$ cat src/rtl/q_job_launcher.sv
// q_job_launcher: host-side front end for MyDesign. Streams gate-matrix and
// state-vector beats into the q_gates / q_state_input SRAMs, then performs the
// dut_valid/dut_ready launch handshake and reports completion or error.
//
// Handshakes:
//   in_*  : a beat transfers on a rising clk edge where in_valid && in_ready.
//           in_valid while in_ready is low is ignored (no write, no count).
//   dut_* : dut_valid rises on the first launch cycle and is held until
//           dut_ready is sampled low (acknowledge). Completion is the first
//           later cycle in which dut_ready is sampled high again.
module q_job_launcher #(
  parameter int ADDR_W         = 12,
  parameter int DATA_W         = 128,
  parameter int TIMEOUT_CYCLES = 1000000
) (
  input  logic              clk,
  input  logic              reset_n,
  input  logic              in_valid,
  output logic              in_ready,
  input  logic [DATA_W-1:0] in_data,
  input  logic              in_sel,
  input  logic              in_last,
  output logic              q_state_input_sram_write_enable,
  output logic [ADDR_W-1:0] q_state_input_sram_write_address,
  output logic [DATA_W-1:0] q_state_input_sram_write_data,
  output logic              q_gates_sram_write_enable,
  output logic [ADDR_W-1:0] q_gates_sram_write_address,
  output logic [DATA_W-1:0] q_gates_sram_write_data,
  output logic              dut_valid,
  input  logic              dut_ready,
  output logic              job_done,
  output logic              err_overflow,
  output logic              err_timeout,
  output logic [ADDR_W:0]   state_words,
  output logic [ADDR_W:0]   gate_words,
  output logic [2:0]        dbg_state
);

  typedef enum logic [2:0] {
    S_IDLE   = 3'd0,
    S_LOAD   = 3'd1,
    S_LAUNCH = 3'd2,
    S_RUN    = 3'd3,
    S_DONE   = 3'd4
  } state_e;

  localparam int               CNT_W     = ADDR_W + 1;
  localparam logic [CNT_W-1:0] WORDS_MAX = {1'b1, {ADDR_W{1'b0}}};
  localparam int               TMO_W     = $clog2(TIMEOUT_CYCLES + 1);
  localparam logic [TMO_W-1:0] TMO_LAST  = TMO_W'(TIMEOUT_CYCLES - 1);

  state_e state_q, state_d;

  logic [CNT_W-1:0]  st_cnt_q, st_cnt_d;
  logic [CNT_W-1:0]  gt_cnt_q, gt_cnt_d;
  logic              err_ovf_q, err_ovf_d;
  logic              err_tmo_q, err_tmo_d;
  logic [TMO_W-1:0]  tmo_cnt_q, tmo_cnt_d;

  logic              st_we_q, st_we_d;
  logic [ADDR_W-1:0] st_addr_q, st_addr_d;
  logic [DATA_W-1:0] st_data_q, st_data_d;
  logic              gt_we_q, gt_we_d;
  logic [ADDR_W-1:0] gt_addr_q, gt_addr_d;
  logic [DATA_W-1:0] gt_data_q, gt_data_d;

  logic              accept;
  logic              new_job;
  logic              tmo_hit;
  logic [CNT_W-1:0]  st_base;
  logic [CNT_W-1:0]  gt_base;
  logic [CNT_W-1:0]  tgt_base;
  logic              tgt_full;

  // Beats are only taken while loading; launch/run/done ignore the stream.
  assign in_ready = (state_q == S_IDLE) || (state_q == S_LOAD);
  assign accept   = in_valid && in_ready;
  assign new_job  = accept && (state_q == S_IDLE);

  // The first beat of a job sees both counters as zero, so its address is 0
  // even though the previous job's counts are still held in the registers.
  assign st_base  = new_job ? '0 : st_cnt_q;
  assign gt_base  = new_job ? '0 : gt_cnt_q;
  assign tgt_base = in_sel ? gt_base : st_base;
  assign tgt_full = (tgt_base == WORDS_MAX);

  // Next-state and Moore outputs of the job sequencer.
  always_comb begin
    state_d   = state_q;
    tmo_hit   = 1'b0;
    dut_valid = 1'b0;
    job_done  = 1'b0;
    case (state_q)
      S_IDLE: begin
        if (accept) state_d = in_last ? S_LAUNCH : S_LOAD;
      end
      S_LOAD: begin
        if (accept && in_last) state_d = S_LAUNCH;
      end
      S_LAUNCH: begin
        dut_valid = 1'b1;
        if (tmo_cnt_q == TMO_LAST) begin
          tmo_hit = 1'b1;
          state_d = S_IDLE;
        end else if (!dut_ready) begin
          state_d = S_RUN;
        end
      end
      S_RUN: begin
        // A completion seen in the last allowed cycle still counts as success.
        if (dut_ready) begin
          state_d = S_DONE;
        end else if (tmo_cnt_q == TMO_LAST) begin
          tmo_hit = 1'b1;
          state_d = S_IDLE;
        end
      end
      S_DONE: begin
        job_done = 1'b1;
        state_d  = S_IDLE;
      end
      default: state_d = S_IDLE;
    endcase
  end

  // Word counters, sticky errors, handshake timer and the registered write port.
  always_comb begin
    st_cnt_d  = st_cnt_q;
    gt_cnt_d  = gt_cnt_q;
    err_ovf_d = err_ovf_q;
    err_tmo_d = err_tmo_q | tmo_hit;
    st_we_d   = 1'b0;
    st_addr_d = st_addr_q;
    st_data_d = st_data_q;
    gt_we_d   = 1'b0;
    gt_addr_d = gt_addr_q;
    gt_data_d = gt_data_q;
    tmo_cnt_d = ((state_q == S_LAUNCH) || (state_q == S_RUN)) ?
                tmo_cnt_q + TMO_W'(1) : '0;
    if (new_job) begin
      st_cnt_d  = '0;
      gt_cnt_d  = '0;
      err_ovf_d = 1'b0;
      err_tmo_d = 1'b0;
    end
    if (accept) begin
      if (tgt_full) begin
        // Beat is consumed but dropped; the counter stays saturated.
        err_ovf_d = 1'b1;
      end else if (in_sel) begin
        gt_we_d   = 1'b1;
        gt_addr_d = gt_base[ADDR_W-1:0];
        gt_data_d = in_data;
        gt_cnt_d  = gt_base + CNT_W'(1);
      end else begin
        st_we_d   = 1'b1;
        st_addr_d = st_base[ADDR_W-1:0];
        st_data_d = in_data;
        st_cnt_d  = st_base + CNT_W'(1);
      end
    end
  end

  // State register; reset aborts any job in flight.
  always_ff @(posedge clk or negedge reset_n) begin
    if (!reset_n) state_q <= S_IDLE;
    else          state_q <= state_d;
  end

  // Datapath registers; write strobes clear on reset so nothing stale escapes.
  always_ff @(posedge clk or negedge reset_n) begin
    if (!reset_n) begin
      st_cnt_q  <= '0;
      gt_cnt_q  <= '0;
      err_ovf_q <= 1'b0;
      err_tmo_q <= 1'b0;
      tmo_cnt_q <= '0;
      st_we_q   <= 1'b0;
      st_addr_q <= '0;
      st_data_q <= '0;
      gt_we_q   <= 1'b0;
      gt_addr_q <= '0;
      gt_data_q <= '0;
    end else begin
      st_cnt_q  <= st_cnt_d;
      gt_cnt_q  <= gt_cnt_d;
      err_ovf_q <= err_ovf_d;
      err_tmo_q <= err_tmo_d;
      tmo_cnt_q <= tmo_cnt_d;
      st_we_q   <= st_we_d;
      st_addr_q <= st_addr_d;
      st_data_q <= st_data_d;
      gt_we_q   <= gt_we_d;
      gt_addr_q <= gt_addr_d;
      gt_data_q <= gt_data_d;
    end
  end

  assign q_state_input_sram_write_enable  = st_we_q;
  assign q_state_input_sram_write_address = st_addr_q;
  assign q_state_input_sram_write_data    = st_data_q;
  assign q_gates_sram_write_enable        = gt_we_q;
  assign q_gates_sram_write_address       = gt_addr_q;
  assign q_gates_sram_write_data          = gt_data_q;
  assign err_overflow                     = err_ovf_q;
  assign err_timeout                      = err_tmo_q;
  assign state_words                      = st_cnt_q;
  assign gate_words                       = gt_cnt_q;
  assign dbg_state                        = state_q;

endmodule
$ cat config.mk
export PLATFORM = sky130hd
export DESIGN_NAME = q_job_launcher
export DESIGN_NICKNAME = d
export VERILOG_FILES = /design/src/rtl/q_job_launcher.sv
export SDC_FILE = /design/constraint.sdc
export NUM_CORES = 1
export LEC_CHECK = 0
export ABC_AREA = 1
export CAP_MARGIN = 40
export CORE_ASPECT_RATIO = 1.25
export CORE_MARGIN = 2
export CORE_UTILIZATION = 40
export CTS_BUF_LIST = sky130_fd_sc_hd__clkbuf_2
export DETAILED_ROUTE_END_ITERATION = 6
export PLACE_DENSITY = 0.71
export SYNTH_ARGS = -nofsm -noshare
export SYNTH_HDL_FRONTEND = slang
export SYNTH_SLANG_ARGS = --single-unit
export TNS_END_PERCENT = 5
$ cat constraint.sdc
create_clock -name clk -period 2.7 [get_ports clk]
set_input_delay 0.27 -clock clk [delete_from_list [all_inputs] [get_ports clk]]
set_output_delay 0.27 -clock clk [all_outputs]
set_load 0.03 [all_outputs]
==> summary.md, run 1 <==
| Metric | Value |
|---|---|
| CTS Sinks | roughly 330 |
| Total GRT Usage | 27.0% |
| Clk_skew | 72.0 ps |
| Core area | between 30000 and 40000 µm² |
| CTS tree | built |
| I/O Buffers | 449 |
| Count of cell types in the netlist | 30 |
| Worst-margin pin slew | 890 ps |
| Die ar. | 36500 µm² |
| Internal power | about 13 mW |
| PwrDens | around 1100 nW/µm² |
| H-tree depth | 3 |
| Initial antenna violation count | 3 |
| Max IR drop VDD | 0.000809 V |
| Worst skew pair latency | approximately 960 ps |
| Drt via density | ~5 |
| Area Overhead vs Synth | 52.9% |
| Avg Cell Area, Syn | 8.44 µm² |
| Largest delay share family, worst path | buffers and inverters |
| Pin count of the biggest net entering global routing | 83 |
| Final setup margin | 187 ps |
| Dpl cells | 2542 |
| First-pass GRT wire length | around 77000 µm |
| Top cell type's share of synthesized area | 59.5% |
| F_max | 398 MHz |
| Routed Antenna Nets | 0 |
| Vias | 14100 |
| Synth async-reset ratio | between 90% and 100% |
| Share of cells above drive strength 1 | 8.39% |
| Aggregate routed wire length | between 40000 and 50000 µm |
| CP peak stage delay | between 700 and 800 ps |
| Post-Synthesis Cell Area | about 14000 µm² |
| Tcrit/Tclk final | between 90% and 100% |
| Synth top cells by count | 832 x nand2_1, 333 x dfrtp_1, 162 x o21ai_0 |
| Post-layout min period | approximately 2500 ps |
| Placed inst area | approximately 19000 µm² |
| Cells after Synth | 1658 |
| Syn nets | around 1800 |
| Final #Nets | ~2400 |
| Clock power frac | between 10% and 20% |
| Switching pwr | approximately 11 mW |
| Post-synthesis sequential area ratio | around three fifths |
| Row count | 76 |
| Most frequent cell after synthesis | nand2_1 |
| Final Core Density | 62.0% |
| CP Cell Sequence | clkdlybuf4s50_1 |
| Initial core utilization | about 41% |
| Top FF cell, synth | dfrtp_1 |
| DRC viols | 1 |
| Design Power | between 20 and 25 mW |
| Critical path fanouts, max | 7 |
| Failing checks | design-rule violations |
| Root Driver | clkbuf_2 |
| Sw Share | 45.5% |
| Longest Clk Path Bufs | 3 |
| RSZ-0062 raised after global routing | false |
| Ys Warns | 0 |
| Critical path arrival | roughly 2200 ps |
| WP data required | roughly 2400 ps |
| Slowest stage cell, crit path | clkdlybuf4s50_1 |
| Worst rel slew slack | between 40% and 50% |
| Outcome | finished, violations left |
| CP bufs+invs | 1 |
| Post-route cell area | 21400 µm² |
| Routed len/inst | 17.6 µm |
| Detailed Place HPWL | 32600 µm |
| GRT overflow | 0 |
| Fin cells | about 2800 |
| Chip width | ~170 µm |
| Startpoint types | register |
| Sequential power share | 33.3% |
| Drt pass-1 iters | 7 |
| Placer Congestion | between 0.8 and 0.9 |
| Max-cap violation count | 0 |
| CTS Buf Count | 82 |
| Final Max Tran Viols | 0 |
| Flops & latches, synth | 333 |
| Critical path start-end classification | register to output port |
| Top post-synthesis cells by area | dfrtp_1 60%, nand2_1 22%, o21ai_0 5.8% |
| Initial DRC Count | 941 |
| Final setup viols | 0 |
| # IOs | 450 |
| Number of synthesized flops with an enable pin | 0 |
| Clock Pin Slew Worst Setup and Hold Paths | 100 ps |
| Worst slack at placement | -71.7 ps |
| Worst setup EP type | output port |
| Hold Path Class | input port to register |
| Leakage power | roughly 11 nW |
| Area leader, netlist | dfrtp_1 |
| Final Hold Viols | 0 |
| Vias in the first global route | about 15000 |
| DIE HEIGHT | around 210 µm |
| Logic gate share of total power | about half |
-- registers in the layout, summed over array words and instances (netlist names), 3 cells and up --
name / cells
gate_words: 13
q_gates_sram_write_data: 128
dbg_state: 3
q_gates_sram_write_address: 12
tmo_cnt_q: 20
q_state_input_sram_write_data: 128
state_words: 13
q_state_input_sram_write_address: 12
-- path summary, 6_finish.rpt --
path | start | end | slack [ps] | cells after the start
worst max-delay path | gate_words[2] | gate_words[2] | 190 | 1
worst min-delay path | in_last | dbg_state[0] | 140 | 6
worst max register to register | dbg_state[2] | q_gates_sram_write_data[67] | 340 | 12
worst min register to register | tmo_cnt_q[0] | tmo_cnt_q[0] | 470 | 1
max in group asynchronous | reset_n | q_gates_sram_write_data[114] | 1730 | 5
min in group asynchronous | reset_n | state_words[5] | 540 | 4
-- cells in the final DEF, fill, tap and decap left out, types with 2 or more instances in the layout --
cell               n
nor4_1             4
bufinv_16          5
a21oi_1           13
nand4_1           21
nor2_1            47
dlygate4sd3_1    131
inv_2              5
o21a_1             4
dfrtp_1          333
clkinv_1           7
nand3_4            2
o21ai_1           13
xor2_1            15
buf_12            19
nand2_1          831
buf_4             35
nand3_1           33
ha_1               3
clkdlybuf4s50_1  445
inv_1             54
nor3_1            14
o21ai_0          162
clkbuf_2         117
xnor2_1            5
diode_2            3
nor2_4             3
-- worst register-to-register path: stages, from the launching register on --
cell and delay, ps:
dfrtp_1 470, nor2_4 210, nand3_4 250, nand2_1 160, nand2_1 60, nor2_1 130, nand3b_2 90, buf_4 150
nand3_4 80, buf_12 230, buf_12 220, o21ai_0 120, nand2_1 120
-- per-layer routing --
metal | up-vias | GRT usage [%] | part of all wire [%]
met2 | 639 | 46.1 | 50
met1 | 6734 | 30.1 | 37
met4 | 0 | 15.8 | 5.5
li1 | 6505 | - | -
met3 | 176 | 7.58 | 7.6
met5 | - | 0 | 0
-- per-stage QoR --
step                hold WS (ps)  setup TNS [ps]
finish                       142               0
global route                83.3               0
CTS                         28.0               0
detailed placement           339           -71.7
global placement             336           -3.22
floorplan                  -25.6               0
-- power groups by stage --
stage	logic (mW)	registers (mW)	clock network, mW
floorplan	2.58	12.2	0
global placement	12.3	8.15	0
detailed placement	12.5	8.22	0
CTS	12.7	8.16	3.74
global route	13.5	8.42	4.00
finish	12.7	8.19	3.66
-- layout make-up --
type / instances / area, µm²
fillers: 2854 / 13100
clock inverters: 13 / 181
repair buffers: 636 / 6490
well taps: 468 / 586
inverters: 60 / 228
flip-flops and latches: 333 / 8330
multi-input cells: 1177 / 5000
clock buffers: 116 / 581
diodes: 3 / 7.51
-- cells by family (layout without fill, tap and decap cells) --
family | count (synthesis) | after routing | share of synthesized area (%)
simple gates | 960 | 960 | 27.1
xor+xnor | 20 | 20 | 1.25
other cells | 0 | 3 | 0
buf+inv | 148 | 825 | 4.87
flops | 333 | 333 | 59.5
fa+ha+maj | 3 | 3 | 0.268
compound gates | 194 | 194 | 7.03
-- timing repair --
| action | in CTS | in global routing |
|---|---|---|
| resized for setup | 3 | 3 |
| buffers inserted | 0 | 0 |
| setup endpoints to repair | 2 | 4 |
| hold endpoints to repair | 591 | 0 |
| hold buffers | 132 | 0 |
(Power assumes the default switching activity.)
==> inputs of run 2 (changes only) <==
--- a/config.mk
+++ b/config.mk
@@ -9,10 +9,9 @@
 export CAP_MARGIN = 40
 export CORE_ASPECT_RATIO = 1.25
 export CORE_MARGIN = 2
-export CORE_UTILIZATION = 40
+export CORE_UTILIZATION = 30
 export CTS_BUF_LIST = sky130_fd_sc_hd__clkbuf_2
 export DETAILED_ROUTE_END_ITERATION = 6
-export PLACE_DENSITY = 0.71
 export SYNTH_ARGS = -nofsm -noshare
 export SYNTH_HDL_FRONTEND = slang
 export SYNTH_SLANG_ARGS = --single-unit
==> run 2 against run 1 <==
Net effect: the flow now finishes without violations; cell count grew 4.2%; cell area grew 0.32%; die area increased by 33%; register-to-register slack improved by 20 ps; clock skew is 9.7 ps higher; sequential power about the same; via count fell by 3.2%; hold slack better by 89 ps; combinational power barely moved; total power decreased by 0.63%; critical endpoint is now gate_words[7]; largest power group unchanged; highest routed layer is now met5.
==> summary.md, run 2 (same netlist as run 1, synthesis figures left out) <==
| Metric | Value |
|---|---|
| Share of cells above drive strength 1 | 8.30% |
| Detailed Place HPWL | between 30000 and 40000 µm |
| CP peak stage delay | 730 ps |
| Vias | 13600 |
| Pin count of the biggest net entering global routing | 109 |
| Hold Slack | between 200 and 250 ps |
| Chip width | ~200 µm |
| RSZ-0062 raised after global routing | false |
| CTS Sinks | about 330 |
| Initial DRC Count | about 500 |
| R2R Setup Slk | 360 ps |
| Longest Clk Path Bufs | 3 |
| Slowest stage cell, crit path | clkdlybuf4s50_1 |
| Final Core Density | 46.5% |
| Final setup viols | 0 |
| Critical path fanouts, max | 6 |
| Commonest non-fill, non-tap cell in the layout | nand2_1 |
| Max IR drop VDD | roughly 0.00069 V |
| Leakage power | 10.5 nW |
| CTS tree | built |
| GRT overflow | 0 |
| PwrDens | 1140 nW/µm² |
| CP Cell Sequence | clkdlybuf4s50_1 |
| Fin cells | 2925 |
| Drt via density | 4.65 |
| Initial core utilization | 30.3% |
| Worst setup EP type | output port |
| Reg2reg end | gate_words[8] |
| Most frequent cells in the layout | 831 x nand2_1, 440 x clkdlybuf4s50_1, 332 x dfrtp_1, 162 x o21ai_0, 133 x dlygate4sd3_1 |
| Dpl cells | between 2000 and 3000 |
| DRC viols | 0 |
| Reg area | between 8000 and 9000 µm² |
| Area occupied by multi-input gates | 5000 µm² |
| CTS Buf Count | 88 |
| Vias in the first global route | approximately 14000 |
| Final setup margin | between 150 and 200 ps |
| Final #Nets | around 2400 |
| F_max | between 300 and 400 MHz |
| Post-layout min period | 2520 ps |
| Hold Path Origin | in_sel |
| Worst rel slew slack | 64.9% |
| Outcome | completed |
| Routed Antenna Nets | 0 |
| Setup TNS | 0 ps |
| Reg2Reg Depth | 14 |
| Row count | slightly below 90 |
| Max-cap violation count | 0 |
| Root Driver | clkbuf_2 |
| First-pass GRT wire length | just under 80000 µm |
| Worst-margin pin slew | between 500 and 600 ps |
| Hold depth | 4 |
| Clk_skew | between 80 and 90 ps |
| Placer Congestion | around 0.88 |
| Tcrit/Tclk final | ~93% |
| CP bufs+invs | 1 |
| Reg2reg start | dbg_state[0] |
| Critical path arrival | between 2000 and 2500 ps |
| Routed len/inst | ~17 µm |
| Drt pass-1 iters | 5 |
| Core area | between 40000 and 50000 µm² |
| I/O Buffers | between 400 and 500 |
| # IOs | between 400 and 500 |
| Final Max Tran Viols | 0 |
| Area Overhead vs Synth | 53.4% |
| WP data required | 2430 ps |
| Hold path endpoint | gate_words[1] |
| Worst skew pair latency | ~1100 ps |
| DIE HEIGHT | approximately 250 µm |
| Startpoint types | register |
| Total GRT Usage | 20.6% |
| Critical path start-end classification | register to output port |
| Worst slack at placement | 90.8 ps |
| Initial antenna violation count | 3 |
| Die ar. | just under 50000 µm² |
| Clock Pin Slew Worst Setup and Hold Paths | 110 ps |
| Largest delay share family, worst path | buffers and inverters |
| Final Hold Viols | 0 |
| Hold Path Class | input port to register |
| H-tree depth | 3 |
| Aggregate routed wire length | 49800 µm |
| Filler cell count | between 4000 and 5000 |
| # Post-CTS Setup Buffers | 0 |
==> run 2: cell types whose count changed in the layout (fill, tap and decap cells not counted), sizes merged <==
cell / change
clkbuf: +4
dlygate4sd2: +6
buf: -9
inv: +1
clkinv: +7
diode: -1
dlymetal6s2s: -1
dlygate4sd3: +2
bufinv: -2
clkdlybuf4s50: -5
==> run 2: cell type report <==
| cell class | count | area share, % |
|---|---|---|
| timing repair buffer | 628 | 29.9 |
| tap | 585 | 3.41 |
| clock buffer | 121 | 2.82 |
| multi-input combinational | 1177 | 23.3 |
| clock inverter | 19 | 0.734 |
| sequential | 333 | 38.8 |
| antenna | 2 | 0.0233 |
| inverter | 60 | 1.06 |
==> run 2: how the worst max path moves through the flow <==
| stage | start | endpoint | slack [ps] | depth (start not counted) |
|---|---|---|---|---|
| finish | gate_words[7] | gate_words[7] | 180 | 1 |
| global route | dbg_state[2] | dut_valid | 0.2 | 4 |
| CTS | dbg_state[1] | dut_valid | 7 | 5 |
| detailed placement | in_valid | gate_words[0] | 90 | 11 |
| global placement | in_valid | gate_words[0] | 110 | 11 |
| floorplan | dbg_state[2] | state_words[12] | 180 | 13 |
==> run 2: timing repair <==
item / in CTS / in global routing
hold endpoints to repair: 593 / 0
gates resized for setup: 14 / 1
setup endpoints to repair: 8 / 1
hold buffers: 134 / 0
==> run 2: metrics by stage <==
stage | cell area, µm² | total power [mW]
6_report | 21500 | 24.4
5_1_grt | 21500 | 25.8
4_1_cts | 21500 | 24.7
3_5_place_dp | 19400 | 20.8
3_3_place_gp | 19400 | 20.6
2_1_floorplan | 14000 | 14.8
==> run 2: metal layers <==
layer	GRT usage (%)	vias to the layer above	share of wire, %	wire length, µm
li1	-	6502	-	-
met1	23.9	6530	39	19700
met2	35.5	464	50	25100
met3	5.39	101	6.7	3340
met4	9.58	2	3.5	1750
met5	0	-	0.014	7
==> run 2: power by group <==
part / total, mW / switching (mW) / internal (mW)
Sequential: 8.19 / 1.18 / 7.01
Combinational: 12.7 / 7.82 / 4.83
Clock: 3.58 / 2.11 / 1.47
==> RTL edit: new RTL, config.mk and constraints of run 2 <==
Change the parameter `ADDR_W` from 12 to 13.
--- a/src/rtl/q_job_launcher.sv
+++ b/src/rtl/q_job_launcher.sv
@@ -9,7 +9,7 @@
 //           dut_ready is sampled low (acknowledge). Completion is the first
 //           later cycle in which dut_ready is sampled high again.
 module q_job_launcher #(
-  parameter int ADDR_W         = 12,
+  parameter int ADDR_W         = 13,
   parameter int DATA_W         = 128,
   parameter int TIMEOUT_CYCLES = 1000000
 ) (
Ports: changed (resized gate_words, q_gates_sram_write_address, q_state_input_sram_write_address and state_words); port bits go from 450 to 454. The function was not compared with the original's and may differ.
==> RTL edit against run 2 <==
- synthesized area decreased by 0.56%
- sequential cell count grew 4
- final cell count shrank 2.2%
- die area fell by 0.55%
- power down 3.3%
- wire length shrank 6.1%
- count of clock-buffer cells in the layout increased by 10
- final area is 0.27% higher
- worst setup slack worse by 1.5 ps
- via count down 4.9%
- highest routed layer unchanged
==> RTL edit: results (changes against run 2) <==
| Metric | Value |
|---|---|
| First-pass GRT wire length | `72200 microns (-7.7%)` |
| Worst Tran Pin Value | `505 ps (-21.8 ps)` |
| NetSw | `10.4 mW (-6.5%)` |
| Worst skew pair latency | `1070 ps` |
| Hold_buf cts | `135 (+0.75%)` |
| Buffering overhead | `0.302 (+0.00321)` |
| Initial antenna violation count | `2 (-1)` |
| Non-clk invs | `193 (+220%)` |
| CP startpoint | `dbg_state[0]` |
| Async S/R FF share, synth | `1.00 (unchanged)` |
| Total track usage | `0.192 (-0.0140)` |
| Area of the multi-input gates | `4300 sq um (-14%)` |
| Clk power | `3.78 mW (+5.6%)` |
| Worst path max stage delay | `730 ps (about the same)` |
| Post-DP Area | `19300 sq um (-0.23%)` |
| Clock buffers | `131 (+8.3%)` |
| Setup Skew | `57.5 ps (-24.2 ps)` |
| CP endpoint | `dbg_state[0]` |
| HPWL after DPL | `33100 microns (-1.2%)` |
| Non-clock buffer count | `646 (+2.9%)` |
| Fillers | `4435 (+0.14%)` |
| Post-place setup slack | `147 ps (+55.8 ps)` |
| Worst r2r path cells | `13 (-1)` |
| PostCTS Resize Cnt | `23 (+9)` |
| Commonest cells in the synthesized netlist | `nand2_1, dfrtp_1, o21ai_0` |
| Clock buffer count from CTS | `87 (-1.1%)` |
| Outcome | `completed` |
| Routed vias/inst | `4.52 (-2.8%)` |
| Sequential share of cell area | `0.392 (+0.00355)` |
| Met2 wire length | `23900 microns (-4.8%)` |
| Post-synthesis sequential area ratio | `0.606 (+0.0106)` |
| Post-CTS Repair Setup Buffers | `1 (+1)` |
| Placed cells | `2575 (-2.8%)` |
| Wirelength, routed | `46800 microns (-6.1%)` |
| Met3 Resource Use GR | `0.0425 (-0.0114)` |
| Clock Sink Count | `337 (+1.2%)` |
| Combinational power | `11.7 mW (-8%)` |
| R2r endpoint | `q_state_input_sram_write_data[92]` |
| I/O Buffers | `453 (+0.89%)` |
| Leak Pwr | `10.4 nW (-0.61%)` |
| WL met1 | `18600 microns (-5.4%)` |
| Crit path max fanout | `7 (+1)` |
| ClkCell Share | `0.0384 (+0.00281)` |
| Worst r2r src | `dbg_state[1]` |
| Yosys cell types | `32 (+6.7%)` |
| #MultiIn Comb | `952 (-19%)` |
| GR Util met1 | `0.219 (-0.0200)` |
| Largest net degree at the start of global routing | `71 (-35%)` |
| Gpl congestion | `0.865 (-2.1%)` |
| Register-to-register setup slack | `300 ps (-60 ps)` |
| Post-Syn Area per Cell | `8.95 sq um (+6.0%)` |
| Core Util, Final | `0.468 (+0.00236)` |
| DR WL met3 | `2550 microns (-24%)` |
| DR pass1 iterations | `5 (unchanged)` |
| Fin crit period | `2520 ps (+1.48 ps)` |
| Main area contributors after synthesis | `dfrtp_1, nand2_1, o21ai_0` |
| Proportion of layout cells with a drive suffix above 1 | `0.0963 (+0.0133)` |
| Met2 GRT Util | `0.339 (-0.0168)` |
## RTL edit: logic make-up after synthesis
logic type	Yosys count	share of synthesized area
compound gates	324	0.118
simple gates	610	0.178
buf+inv	268	0.0871
fa+ha+maj	3	0.00270
xor+xnor	14	0.00881
flops	337	0.606
## RTL edit: worst min path at each step
| stage | from | end | slack (ps) | depth (start not counted) |
|---|---|---|---|---|
| after floorplan | reset_n | dbg_state[0] | -30 | 0 |
| after global placement | reset_n | q_gates_sram_write_data[18] | 270 | 1 |
| after detailed placement | reset_n | q_gates_sram_write_data[18] | 260 | 1 |
| after CTS | in_data[125] | q_gates_sram_write_data[125] | 130 | 4 |
| after global routing | in_data[46] | q_state_input_sram_write_data[46] | 250 | 4 |
| final | in_data[41] | q_state_input_sram_write_data[41] | 320 | 4 |
